File: src/rtl/keypad_symbol_encoder_pkg.sv
`default_nettype none
// ============================================================================
// Module      : keypad_pkg
// Description : Shared definitions for the keypad symbol encoder.
//               Holds the symbol codes, the encoder FSM state encodings,
//               the debounce counter sizing helper and the one-hot to
//               symbol encoder.
// Revision    : 1.0 - initial release
// ============================================================================
package keypad_pkg;

  // Symbol codes emitted for each button
  localparam logic [1:0] SYM_I1 = 2'b00;
  localparam logic [1:0] SYM_I2 = 2'b01;
  localparam logic [1:0] SYM_I3 = 2'b10;
  localparam logic [1:0] SYM_I4 = 2'b11;

  // Encoder FSM state encodings
  localparam int STATE_W = 2;
  typedef logic [STATE_W-1:0] state_t;
  localparam state_t ST_IDLE  = 2'd0;
  localparam state_t ST_HELD  = 2'd1;
  localparam state_t ST_CHORD = 2'd2;

  // The counter must be able to hold DEBOUNCE_CYCLES itself
  function automatic int cnt_width(input int cycles);
    return $clog2(cycles + 1);
  endfunction

  // Maps a one-hot button vector {i4,i3,i2,i1} to its symbol code
  function automatic logic [1:0] sym_encode(input logic [3:0] lvl);
    logic [1:0] code;
    case (lvl)
      4'b0001: code = SYM_I1;
      4'b0010: code = SYM_I2;
      4'b0100: code = SYM_I3;
      4'b1000: code = SYM_I4;
      default: code = SYM_I1;
    endcase
    return code;
  endfunction

endpackage
`default_nettype wire

File: src/rtl/keypad_symbol_encoder_if.sv
`default_nettype none
// ============================================================================
// Module      : keypad_symbol_encoder_if
// Description : Output bundle from the keypad encoder to the lock stage.
//               master : encoder side (drives everything)
//               slave  : lock-core side (consumes everything)
//   sym[1:0]   symbol code, valid while sym_valid is high
//   sym_valid  one-cycle symbol strobe
//   sym_idx    index of the next symbol to be emitted
//   frame_done one-cycle pulse with the last symbol of a code
//   re_pulse   one-cycle pulse on a debounced press of re
//   multi_err  one-cycle pulse when a chord is detected
// Revision    : 1.0 - initial release
// ============================================================================
interface keypad_symbol_encoder_if;
  logic [1:0] sym;
  logic       sym_valid;
  logic [2:0] sym_idx;
  logic       frame_done;
  logic       re_pulse;
  logic       multi_err;

  modport master (
    output sym, sym_valid, sym_idx, frame_done, re_pulse, multi_err
  );

  modport slave (
    input  sym, sym_valid, sym_idx, frame_done, re_pulse, multi_err
  );
endinterface
`default_nettype wire

File: src/rtl/keypad_symbol_encoder_kp_debounce.sv
`default_nettype none
// ============================================================================
// Module      : kp_debounce
// Description : One debounce channel. The level flips only after the input
//               has differed from it for DEBOUNCE_CYCLES consecutive samples.
//               Optional macro KEYPAD_SYNC_EN inserts a 2-flop synchronizer
//               in front of the counter (2 extra cycles of latency).
//   clk   system clock
//   clr   synchronous active-low reset
//   raw   bouncy input
//   level debounced level
// Revision    : 1.0 - initial release
// ============================================================================
module kp_debounce
  import keypad_pkg::*;
#(
  parameter int DEBOUNCE_CYCLES = 16
) (
  input  wire logic clk,
  input  wire logic clr,
  input  wire logic raw,
  output logic      level
);

  localparam int CNT_W = cnt_width(DEBOUNCE_CYCLES);
  localparam logic [CNT_W-1:0] C_CNT_LAST = CNT_W'(DEBOUNCE_CYCLES - 1);

  logic w_sample;

`ifdef KEYPAD_SYNC_EN
  logic [1:0] r_sync;

  always_ff @(posedge clk) begin
    if (!clr) r_sync <= '0;
    else      r_sync <= {r_sync[0], raw};
  end

  assign w_sample = r_sync[1];
`else
  assign w_sample = raw;
`endif

  logic [CNT_W-1:0] r_cnt;
  logic             r_level;

  // The sample that makes the run DEBOUNCE_CYCLES long flips the level directly
  always_ff @(posedge clk) begin
    if (!clr) begin
      r_cnt   <= '0;
      r_level <= 1'b0;
    end else if (w_sample != r_level) begin
      if (r_cnt == C_CNT_LAST) begin
        r_level <= w_sample;
        r_cnt   <= '0;
      end else begin
        r_cnt <= r_cnt + 1'b1;
      end
    end else begin
      r_cnt <= '0;
    end
  end

  assign level = r_level;

endmodule
`default_nettype wire

File: src/rtl/keypad_symbol_encoder.sv
`default_nettype none
// ============================================================================
// Module      : keypad_symbol_encoder
// Description : Keypad front end for the combination lock. Debounces
//               i1..i4 and re, emits one symbol per clean single press,
//               flags chords, tracks the symbol index within a code frame.
//               Optional macro KEYPAD_SYNC_EN: 2-flop input synchronizers.
//   clk        system clock
//   clr        synchronous active-low reset
//   i1..i4     raw buttons, active-high
//   re         raw reprogram button, active-high
//   bus        keypad_symbol_encoder_if.master output bundle
// Revision    : 1.0 - initial release
// ============================================================================
module keypad_symbol_encoder
  import keypad_pkg::*;
#(
  parameter int DEBOUNCE_CYCLES = 16,
  parameter int SYMS_PER_CODE   = 4
) (
  input  wire logic clk,
  input  wire logic clr,
  input  wire logic i1,
  input  wire logic i2,
  input  wire logic i3,
  input  wire logic i4,
  input  wire logic re,
  keypad_symbol_encoder_if.master bus
);

  localparam logic [2:0] C_IDX_LAST = 3'(SYMS_PER_CODE - 1);

  // Channel order: {re, i4, i3, i2, i1}
  logic [4:0] w_raw;
  logic [4:0] w_lvl;

  assign w_raw = {re, i4, i3, i2, i1};

  for (genvar g = 0; g < 5; g++) begin : g_chan
    kp_debounce #(
      .DEBOUNCE_CYCLES(DEBOUNCE_CYCLES)
    ) u_db (
      .clk  (clk),
      .clr  (clr),
      .raw  (w_raw[g]),
      .level(w_lvl[g])
    );
  end

  logic [3:0] w_btn;
  logic       w_none;
  logic       w_one;
  logic       w_many;

  assign w_btn  = w_lvl[3:0];
  assign w_none = (w_btn == 4'b0000);
  assign w_one  = $onehot(w_btn);
  assign w_many = !w_none && !w_one;

  // ---------------- encoder FSM ----------------
  state_t r_state;
  state_t w_state_nxt;
  logic   w_strobe;
  logic   w_chord;

  always_ff @(posedge clk) begin
    if (!clr) r_state <= ST_IDLE;
    else      r_state <= w_state_nxt;
  end

  always_comb begin
    w_state_nxt = r_state;
    case (r_state)
      ST_IDLE: begin
        if (w_one)       w_state_nxt = ST_HELD;
        else if (w_many) w_state_nxt = ST_CHORD;
      end
      ST_HELD: begin
        if (w_many)      w_state_nxt = ST_CHORD;
        else if (w_none) w_state_nxt = ST_IDLE;
      end
      ST_CHORD: begin
        if (w_none)      w_state_nxt = ST_IDLE;
      end
      default:           w_state_nxt = ST_IDLE;
    endcase
  end

  // A strobe only ever leaves IDLE, so holding a button cannot repeat it
  always_comb begin
    w_strobe = 1'b0;
    w_chord  = 1'b0;
    case (r_state)
      ST_IDLE: begin
        w_strobe = w_one;
        w_chord  = w_many;
      end
      ST_HELD: begin
        w_chord  = w_many;
      end
      default: begin
        w_strobe = 1'b0;
        w_chord  = 1'b0;
      end
    endcase
  end

  // ---------------- registered outputs ----------------
  logic       r_re_prev;
  logic       w_re_rise;
  logic [1:0] r_sym;
  logic       r_sym_valid;
  logic [2:0] r_idx;
  logic       r_frame_done;
  logic       r_re_pulse;
  logic       r_multi_err;

  assign w_re_rise = w_lvl[4] && !r_re_prev;

  always_ff @(posedge clk) begin
    if (!clr) begin
      r_re_prev    <= 1'b0;
      r_sym        <= 2'b00;
      r_sym_valid  <= 1'b0;
      r_idx        <= 3'd0;
      r_frame_done <= 1'b0;
      r_re_pulse   <= 1'b0;
      r_multi_err  <= 1'b0;
    end else begin
      r_re_prev    <= w_lvl[4];
      r_sym_valid  <= w_strobe;
      r_multi_err  <= w_chord;
      r_re_pulse   <= w_re_rise;
      // Frame end is judged on the index the symbol is emitted with
      r_frame_done <= w_strobe && (r_idx == C_IDX_LAST);
      if (w_strobe) r_sym <= sym_encode(w_btn);
      // A reprogram press wins over a coincident symbol's increment
      if (w_re_rise) begin
        r_idx <= 3'd0;
      end else if (w_strobe) begin
        r_idx <= (r_idx == C_IDX_LAST) ? 3'd0 : r_idx + 3'd1;
      end
    end
  end

  assign bus.sym        = r_sym;
  assign bus.sym_valid  = r_sym_valid;
  assign bus.sym_idx    = r_idx;
  assign bus.frame_done = r_frame_done;
  assign bus.re_pulse   = r_re_pulse;
  assign bus.multi_err  = r_multi_err;

endmodule
`default_nettype wire

File: src/flat_wrapper.sv
// flat-port wrapper written by rule: the top's interface ports become plain ports
module keypad_symbol_encoder_flat import keypad_pkg::*;
#(
  parameter int DEBOUNCE_CYCLES = 16,
  parameter int SYMS_PER_CODE   = 4
)
  (clk, clr, i1, i2, i3, i4, re, bus_sym, bus_sym_valid, bus_sym_idx, bus_frame_done, bus_re_pulse, bus_multi_err);
  keypad_symbol_encoder_if bus_i ();
  input  wire logic clk;
  input  wire logic clr;
  input  wire logic i1;
  input  wire logic i2;
  input  wire logic i3;
  input  wire logic i4;
  input  wire logic re;
  output wire logic [$bits(bus_i.sym)-1:0] bus_sym;
  output wire logic [$bits(bus_i.sym_valid)-1:0] bus_sym_valid;
  output wire logic [$bits(bus_i.sym_idx)-1:0] bus_sym_idx;
  output wire logic [$bits(bus_i.frame_done)-1:0] bus_frame_done;
  output wire logic [$bits(bus_i.re_pulse)-1:0] bus_re_pulse;
  output wire logic [$bits(bus_i.multi_err)-1:0] bus_multi_err;
  assign bus_sym = bus_i.sym;
  assign bus_sym_valid = bus_i.sym_valid;
  assign bus_sym_idx = bus_i.sym_idx;
  assign bus_frame_done = bus_i.frame_done;
  assign bus_re_pulse = bus_i.re_pulse;
  assign bus_multi_err = bus_i.multi_err;
  keypad_symbol_encoder #(.DEBOUNCE_CYCLES(DEBOUNCE_CYCLES), .SYMS_PER_CODE(SYMS_PER_CODE)) u_core (.clk(clk), .clr(clr), .i1(i1), .i2(i2), .i3(i3), .i4(i4), .re(re), .bus(bus_i));
endmodule
File: config.mk
export PLATFORM = sky130hd
export DESIGN_NAME = keypad_symbol_encoder_flat
export DESIGN_NICKNAME = d
export VERILOG_FILES = /design/src/rtl/keypad_symbol_encoder_pkg.sv /design/src/rtl/keypad_symbol_encoder_if.sv /design/src/rtl/keypad_symbol_encoder_kp_debounce.sv /design/src/rtl/keypad_symbol_encoder.sv /design/src/flat_wrapper.sv
export SDC_FILE = /design/constraint.sdc
export NUM_CORES = 1
export LEC_CHECK = 0
export BUFFER_PORTS_ARGS = -buffer_cell sky130_fd_sc_hd__buf_2
export CAP_MARGIN = 30
export CORE_ASPECT_RATIO = 1.1
export CORE_MARGIN = 1
export CORE_UTILIZATION = 56
export CTS_CLUSTER_SIZE = 24
export DETAILED_ROUTE_END_ITERATION = 12
export GPL_TIMING_DRIVEN = 0
export HOLD_SLACK_MARGIN = 0.03
export PLACE_DENSITY = 0.86
export SLEW_MARGIN = 20
export SYNTH_ARGS = -nofsm -noshare
export SYNTH_HDL_FRONTEND = slang
export SYNTH_SLANG_ARGS = --single-unit
export TNS_END_PERCENT = 20
File: constraint.sdc
create_clock -name clk -period 2.5 [get_ports clk]
set_input_delay 0.25 -clock clk [delete_from_list [all_inputs] [get_ports clk]]
set_output_delay 0.25 -clock clk [all_outputs]
set_load 0.1 [all_outputs]
## Word-level counts from Yosys, hierarchy flattened

Index checks and enable logic that the tools add are counted.

- Flip-flop bits (word level): 42
- Input bits: 7
- Output and inout bits: 9
- Logic and storage cells: 80

- Add/sub/neg operators: 9
- Equal/unequal tests: 18
- Multiplexer cells: 8
- Bitwise operators: 6
- Reduce and logical (&&, ||, !) cells: 21

Operators with widths:

| cell | number |
|---|---|
| $add 5x1->5 const B | 5 |
| $eq 5x4->1 const B | 5 |
| $reduce_or 3->1 | 5 |
| $pmux 2 s3 | 2 |
| $reduce_and 2->1 | 6 |
| $mux 2 | 4 |
| $not 1->1 | 6 |
| $ne 1x1->1 | 5 |
| $add 1x1->2 | 2 |
| $eq 4x2->1 const B | 1 |
| $eq 4x3->1 const B | 1 |
| $eq 4x4->1 const B | 1 |
| $logic_not 4->1 | 1 |
| $reduce_or 2->1 | 2 |
| $add 3x1->3 const B | 1 |
| $add 3x3->3 | 1 |
| $eq 3x1->1 const B | 1 |
| $eq 3x2->1 const B | 1 |
| $logic_and 1x1->1 | 3 |
| $logic_not 1->1 | 3 |
| $mux 3 | 1 |
| $ne 3x1->1 const B | 1 |
| $eq 2x1->1 const B | 1 |
| $eq 2x2->1 const B | 1 |
| 2 further kinds | 2 |

## Depth between registers and ports, before layout

Gate-level depths: netlist of the first run.

- Depth in word-level cells: 8
- Mapped depth: 7
- Mapped depth without buffers: 7

## By module

A second synthesis of the first run with hierarchy kept.

- Cells, all modules: 174
- Area total of the unflattened synthesis: 1750.4 sq um

By module, submodules not included:

| module | instances | cells an instance | area an instance (sq um) | seq. area each (sq um) |
|---|---|---|---|---|
| kp_debounce | 5 | 23 | 236.5 | 120.1 |
| keypad_symbol_encoder | 1 | 59 | 568.0 | 240.2 |

## Worst setup path before layout of the first run

No wires, ideal clock.

- Kind: register -> register
- Start: register u_core.g_chan[3].u_db.r_level
- End: register u_core.r_sym[1], in the netlist u_core.bus.sym[1]
- Library setup time: 0.072 ns
- Arrival: 2.164 ns
- Required time: 2.428 ns
- Slack: 0.264 ns
- Stages on the path, launching flop included: 8
- Path buffers: 0
- Period minus slack after synthesis: 2.236 ns
- Path through: dfxtp_1 inv_1 ha_1 ha_1 fa_1 or3b_4 nor3_4 mux2i_1

- Longest elaborated chain between the ends: 4
- Elaborated cells on any way between the ends: 8
- Those cells by class: 2 x add/sub; 4 x eq/ne; 2 x mux

RTL lines:

| what | RTL line | text |
|---|---|---|
| from (decl) | keypad_symbol_encoder_kp_debounce.sv:44 | `logic r_level;` |
| from (signal assigned) | keypad_symbol_encoder_kp_debounce.sv:53 | `r_level <= w_sample;` |
| $add 1x1->2 (not written as such) | keypad_symbol_encoder.sv:57 | `assign w_one = $onehot(w_btn);` |
| $add 3x3->3 (not written as such) | keypad_symbol_encoder.sv:57 |  |
| $eq 3x1->1 | keypad_symbol_encoder.sv:57 |  |
| $mux 1 | keypad_symbol_encoder.sv:93 | `case (r_state)` |
| to (signal assigned) | keypad_symbol_encoder.sv:136 | `if (w_strobe) r_sym <= sym_encode(w_btn);` |
| to (decl) | keypad_symbol_encoder.sv:111 | `logic [1:0] r_sym;` |

Several ways; a longest one is shown, not always the timed one.
A chain may end at the register's enable or synchronous reset.

## Worst setup path after layout of the first run

- Start: register u_core.g_chan[2].u_db.r_level
- End: register u_core.r_idx[1], in the netlist u_core.bus.sym_idx[1]

- Longest elaborated chain between the ends: 4

RTL lines:

| what | RTL line | text |
|---|---|---|
| from (decl) | keypad_symbol_encoder_kp_debounce.sv:44 |  |
| from (signal assigned) | keypad_symbol_encoder_kp_debounce.sv:53 |  |
| $add 1x1->2 (not written as such) | keypad_symbol_encoder.sv:57 |  |
| $add 3x3->3 (not written as such) | keypad_symbol_encoder.sv:57 |  |
| $eq 3x1->1 | keypad_symbol_encoder.sv:57 |  |
| $mux 1 | keypad_symbol_encoder.sv:93 |  |
| to (signal assigned) | keypad_symbol_encoder.sv:141 | `r_idx <= (r_idx == C_IDX_LAST) ? 3'd0 : r_idx + 3'd1;` |
| to (decl) | keypad_symbol_encoder.sv:113 | `logic [2:0] r_idx;` |

Every way passes these cells.

==> impl_metrics.json, run 1 <==
{
  "crit_fanout": 5,
  "n_fill_cell": 249,
  "outcome": "finished clean",
  "synth_edf_count": 0,
  "max_freq_mhz": 420,
  "overflow": 0,
  "start_util": 0.588,
  "nets": 223,
  "worst_slack_ns": 0.119,
  "switching_share": 0.204,
  "rsz0062_at_grt": "no",
  "fin_crit_ns": 2.38,
  "path_clk_slew_ns": 0.12,
  "period_share": 0.952,
  "vias_per_cell": 5.16,
  "holdCritPathClass": "input pin to flip-flop",
  "grt_pass1_wl_um": 4660,
  "finalInstanceArea_um2": 1970,
  "initialDrtViolationCount": 41,
  "cts_hold_buf": 0,
  "tightest_slew_ns": 0.485,
  "postCtsSetupRepairBufs": 0,
  "insertedDiodeCount": 0,
  "die_area_um2": 3400,
  "slowest_stage": "fa_1",
  "drive_above_1_share": 0.142,
  "yosysMostFrequentCell": "dfxtp_1",
  "vdd_drop_max_mv": 0.384,
  "syn_to_final_growth_pct": 11.1,
  "synthesis.nets": 201,
  "cts_tree": "built",
  "critPathMostFrequentCell": "ha_1",
  "comb_power_share": 0.032,
  "critPathLaunchType": "flip-flop",
  "slew_headroom": 0.679,
  "fp-row-count": 21,
  "synth_cells": 174,
  "setup_violations": 0,
  "seqPwrFrac": 0.615,
  "utilization": 0.653,
  "synth.distinct_cells": 31,
  "drc": 0,
  "synth_common_cells": "dfxtp_1, nor2_1, ha_1, inv_1, xor2_1",
  "clk_latency_ns": 0.33,
  "grtUsageTotal": 0.183,
  "cts_buffers": 5,
  "cts_max_level": 2,
  "crit_path_end_kind": "flip-flop",
  "crit_required_ns": 2.72,
  "syn-cell-area_um2": 1780,
  "grt_pass1_vias": 1187,
  "io_pins": 16,
  "dieHeight_um": 61.1,
  "drv_cap": 0,
  "skew_ns": 0.00577,
  "core_um2": 3020,
  "root_buffer": "clkbuf_4",
  "crit_arrival_ns": 2.60,
  "synth_area_leader_cell": "dfxtp_1",
  "finalHoldViolations": 0,
  "ys_seq_area_frac": 0.473,
  "synth.ff_latch_count": 42,
  "async_reset_ff_frac": 0,
  "grt_antenna_before_repair": 0,
  "cp_slowest_stage_delay_ns": 0.48,
  "cts_buffer_depth": 2,
  "synth_top_area_share": 0.473,
  "grt_start_max_net_pins": 13,
  "path_class": "flip-flop to flip-flop",
  "placed_area_um2": 1890,
  "drv_slew": 0,
  "worstPathCellList": "inv_1 -> ha_1 -> ha_1 -> fa_1 -> or3b_4 -> o31ai_1 -> a21oi_1",
  "p_sw_w": 0.000227,
  "pre_cts_ws_ns": 0.119,
  "gp_congestion": 0.745,
  "fin_setup_tns_ns": 0,
  "yosys_warnings": 0,
  "post-dp-hpwl_um": 2180,
  "io_buffers": 15,
  "wirelength_um": 2830,
  "synth_area_leaders": "dfxtp_1, ha_1, nor2_1",
  "die_w_um": 55.7,
  "leakagePower_nw": 0.875,
  "clock_sinks": 42,
  "vias": 1192,
  "internal-power_w": 0.000883,
  "ant_nets": 0,
  "syn_area_per_cell_um2": 10.2,
  "pwr-share-clk": 0.353,
  "routedWlPerCell_um": 12.2,
  "yosys_most_used_dff": "dfxtp_1",
  "power_density_nw_per_um2": 562,
  "first_pass_iters": 6
}
## layer usage
metal / track usage / vias up / routed length [um]
met2: 0.344 / 22 / 1480
met3: 0.0588 / 2 / 97
li1: - / 620 / -
met1: 0.187 / 548 / 1230
met4: 0.0929 / 0 / 22
met5: 0 / - / 0
## stage by stage
stage          std cells  hold slack, ns  total power [W]
2_1_floorplan        174           0.386         0.000718
3_3_place_gp         223           0.403         0.000730
3_5_place_dp         223           0.409         0.000733
4_1_cts              231           0.186          0.00112
5_1_grt              231           0.196          0.00116
6_report             231           0.209          0.00111
## final timing paths
kind | to | from | slack [ns] | depth (start not counted)
max | u_core.bus.sym_idx[1] | u_core.g_chan[2].u_db.level | 0.12 | 7
min | u_core.g_chan[0].u_db.level | i1 | 0.21 | 3
max reg2reg | u_core.bus.sym_idx[1] | u_core.g_chan[2].u_db.level | 0.12 | 7
min reg2reg | u_core.bus.re_pulse | u_core.r_re_prev | 0.43 | 1
## repair_timing
item | in CTS | in global routing
hold endpoints to repair | 0 | 0
setup endpoints to repair | 0 | 2
gates resized for setup | 0 | 1
## cell type report
cell class | instances | area [um^2] | area share
multi-input cells | 113 | 863 | 0.437
flip-flops and latches | 42 | 842 | 0.426
clock buffers | 8 | 78.8 | 0.0399
repair buffers | 15 | 75.1 | 0.0380
inverters | 18 | 67.6 | 0.0342
well taps | 34 | 42.5 | 0.0215
plain buffers | 1 | 5.00 | 0.00253
## placed cells by master, fill, tap and decap left out, types with 6 or more instances in the layout
master,instances
nor2_1,26
dfxtp_1,41
mux2i_1,6
nand3_1,7
inv_1,18
xor2_1,10
and3_1,7
ha_1,19
buf_2,16
nor2b_1,6
## registers in the layout (all words and copies together), names as in the netlist
signal                    cells
u_core.bus.frame_done         1
u_core.bus.multi_err          1
u_core.bus.re_pulse           1
u_core.bus.sym                2
u_core.bus.sym_idx            3
u_core.bus.sym_valid          1
u_core.g_chan.u_db.level      5
u_core.g_chan.u_db.r_cnt     25
u_core.r_re_prev              1
u_core.r_state                2
## cells by family after synthesis
family,share of synthesized area
multiplexers,0.0338
adder cells (fa/ha/maj),0.145
AO/OA/AOI/OAI,0.0514
buffers and inverters,0.0408
flip-flops,0.473
XOR/XNOR,0.0739
AND/OR/NAND/NOR,0.182
## worst max-delay path: cells and delay by family (launching register included)
kind                     cells  cell delay [ns]
adder cells (fa/ha/maj)      3             0.97
buffers and inverters        1             0.09
AND/OR/NAND/NOR              1             0.45
AO/OA/AOI/OAI                2             0.32
flip-flops                   1             0.44
## power groups by stage
stage | clock network, W | registers [W] | logic (W)
after floorplan | 0 | 0.000696 | 0.0000218
after global placement | 0 | 0.000697 | 0.0000329
after detailed placement | 0 | 0.000697 | 0.0000357
after CTS | 0.000402 | 0.000683 | 0.0000361
after global routing | 0.000433 | 0.000684 | 0.0000411
final | 0.000392 | 0.000682 | 0.0000354
Power figures use the tool's default switching activity.
==> inputs of run 2 (changes only) <==
- PLACE_DENSITY: 0.86 -> 0.76
==> impl_metrics.json, run 2 (synthesis gave the netlist of run 1 again) <==
{
  "power_density_nw_per_um2": 578,
  "regMostFlops": "u_core.g_chan.u_db.r_cnt",
  "io_buffers": 15,
  "fp-row-count": 21,
  "period_share": 0.945,
  "tightest_slew_ns": 0.485,
  "routedWlPerCell_um": 12.3,
  "final_common_cell": "dfxtp_1",
  "io_pins": 16,
  "insertedDiodeCount": 0,
  "critPathLaunchType": "flip-flop",
  "grt_pass1_vias": 1170,
  "ant_nets": 0,
  "vias_per_cell": 5.20,
  "vias": 1201,
  "first_pass_iters": 4,
  "skew_ns": 0.00899,
  "p_total_w": 0.00114,
  "syn_to_final_growth_pct": 11.0,
  "layout.cells.non_filler": 231,
  "grtUsageTotal": 0.195,
  "die_w_um": 55.7,
  "placedCellCount": 223,
  "postCtsSetupRepairBufs": 0,
  "dieHeight_um": 61.1,
  "gp_congestion": 0.741,
  "largest_register_ffs": 25,
  "vdd_drop_max_mv": 0.452,
  "crit_path_end_kind": "flip-flop",
  "final_cell_mix": "dfxtp_1, nor2_1, ha_1",
  "slew_headroom": 0.679,
  "initialDrtViolationCount": 25,
  "post-dp-hpwl_um": 2150,
  "finalHoldViolations": 0,
  "nets": 223,
  "clock_sinks": 42,
  "max_freq_mhz": 423,
  "overflow": 0,
  "worstPathCellList": "inv_1 -> ha_1 -> ha_1 -> fa_1 -> or3b_4 -> o31ai_1 -> a21oi_1",
  "crit_family": "adder cells",
  "critPathMostFrequentCell": "ha_1",
  "drc": 0,
  "drv_slew": 0,
  "path_clk_slew_ns": 0.12,
  "worst_slack_ns": 0.137,
  "r2r_slack_ns": 0.14,
  "drv_cap": 0,
  "cts_buffer_depth": 2,
  "setup_violations": 0,
  "cts_tree": "built",
  "rsz0062_at_grt": "no",
  "die_area_um2": 3400,
  "cts_buffers": 5,
  "wirelength_um": 2840,
  "root_buffer": "clkbuf_4",
  "cp.depth": 7,
  "fin_crit_ns": 2.36,
  "timing.rr.end": "u_core.bus.sym_idx[1]",
  "hold_depth": 3,
  "rr_startpoint": "u_core.g_chan[1].u_db.level",
  "pre_cts_ws_ns": 0.110,
  "grt_start_max_net_pins": 13,
  "fin_setup_tns_ns": 0,
  "grt_pass1_wl_um": 4930,
  "start_util": 0.588,
  "leakagePower_nw": 0.871,
  "crit_arrival_ns": 2.60,
  "cp_slowest_stage_delay_ns": 0.47,
  "crit_required_ns": 2.74,
  "path_buf_inv": 1,
  "grt_antenna_before_repair": 0,
  "core_um2": 3020,
  "reg2reg_depth": 7,
  "clk_latency_ns": 0.35,
  "outcome": "finished clean",
  "hp-start": "i2",
  "path_class": "flip-flop to flip-flop",
  "cts_max_level": 2,
  "hold_end": "u_core.g_chan[1].u_db.level",
  "holdCritPathClass": "input pin to flip-flop",
  "drive_above_1_share": 0.137,
  "slowest_stage": "fa_1",
  "crit_fanout": 5
}
run 2: area by class of cell:
cell class | count | area (um^2)
clock buffer | 7 | 45.0
timing repair buffer | 15 | 75.1
tap | 34 | 42.5
multi-input combinational | 113 | 863
sequential | 42 | 843
buffer | 1 | 5.00
inverter | 18 | 67.6
fill | 260 | 1050
clock inverter | 1 | 30.0
run 2: power by group:
| part | total (W) | internal [W] | switching, W | leakage (nW) |
|---|---|---|---|---|
| clock | 0.000421 | 0.000212 | 0.000208 | 0.0395 |
| combinational | 0.0000362 | 0.0000141 | 0.0000220 | 0.490 |
| sequential | 0.000682 | 0.000677 | 0.00000547 | 0.341 |
| total | 0.00114 | 0.000903 | 0.000236 | 0.871 |
run 2: worst max-delay path by stage:
stage	startpoint	endpoint
3_3_place_gp	u_core.g_chan[3].u_db.level	u_core.bus.sym_idx[1]
3_5_place_dp	u_core.g_chan[3].u_db.level	u_core.bus.sym_idx[1]
6_report	u_core.g_chan[1].u_db.level	u_core.bus.sym_idx[1]
5_1_grt	u_core.g_chan[1].u_db.level	u_core.bus.sym[1]
4_1_cts	u_core.g_chan[3].u_db.level	u_core.bus.sym_idx[1]
2_1_floorplan	u_core.g_chan[3].u_db.level	u_core.bus.sym[1]
run 2: tightest hold or removal path, cell delays in order:
cell	delay (ns)
buf_2	0.09
mux2i_1	0.06
nor2b_1	0.10
run 2: routing by layer:
| metal | vias up | global-route usage | part of all wire |
|---|---|---|---|
| met3 | 8 | 0.0462 | 0.039 |
| met2 | 20 | 0.322 | 0.48 |
| met5 | - | 0 | 0 |
| li1 | 617 | - | - |
| met1 | 556 | 0.219 | 0.45 |
| met4 | 0 | 0.168 | 0.028 |
run 2: per-stage QoR:
stage               hold WS (ns)  cell area [um^2]  utilization
floorplan                  0.386              1780            -
global placement           0.397              1890        0.627
detailed placement         0.409              1890        0.627
CTS                        0.178              1970        0.652
global route               0.184              1970        0.653
finish                     0.181              1970        0.653
run 2: timing repair:
item                                    in CTS  in global routing
resized for setup                            0                  2
endpoints found under the setup margin       0                  2
hold endpoints to repair                     0                  0
hold buffers                                 0                  0
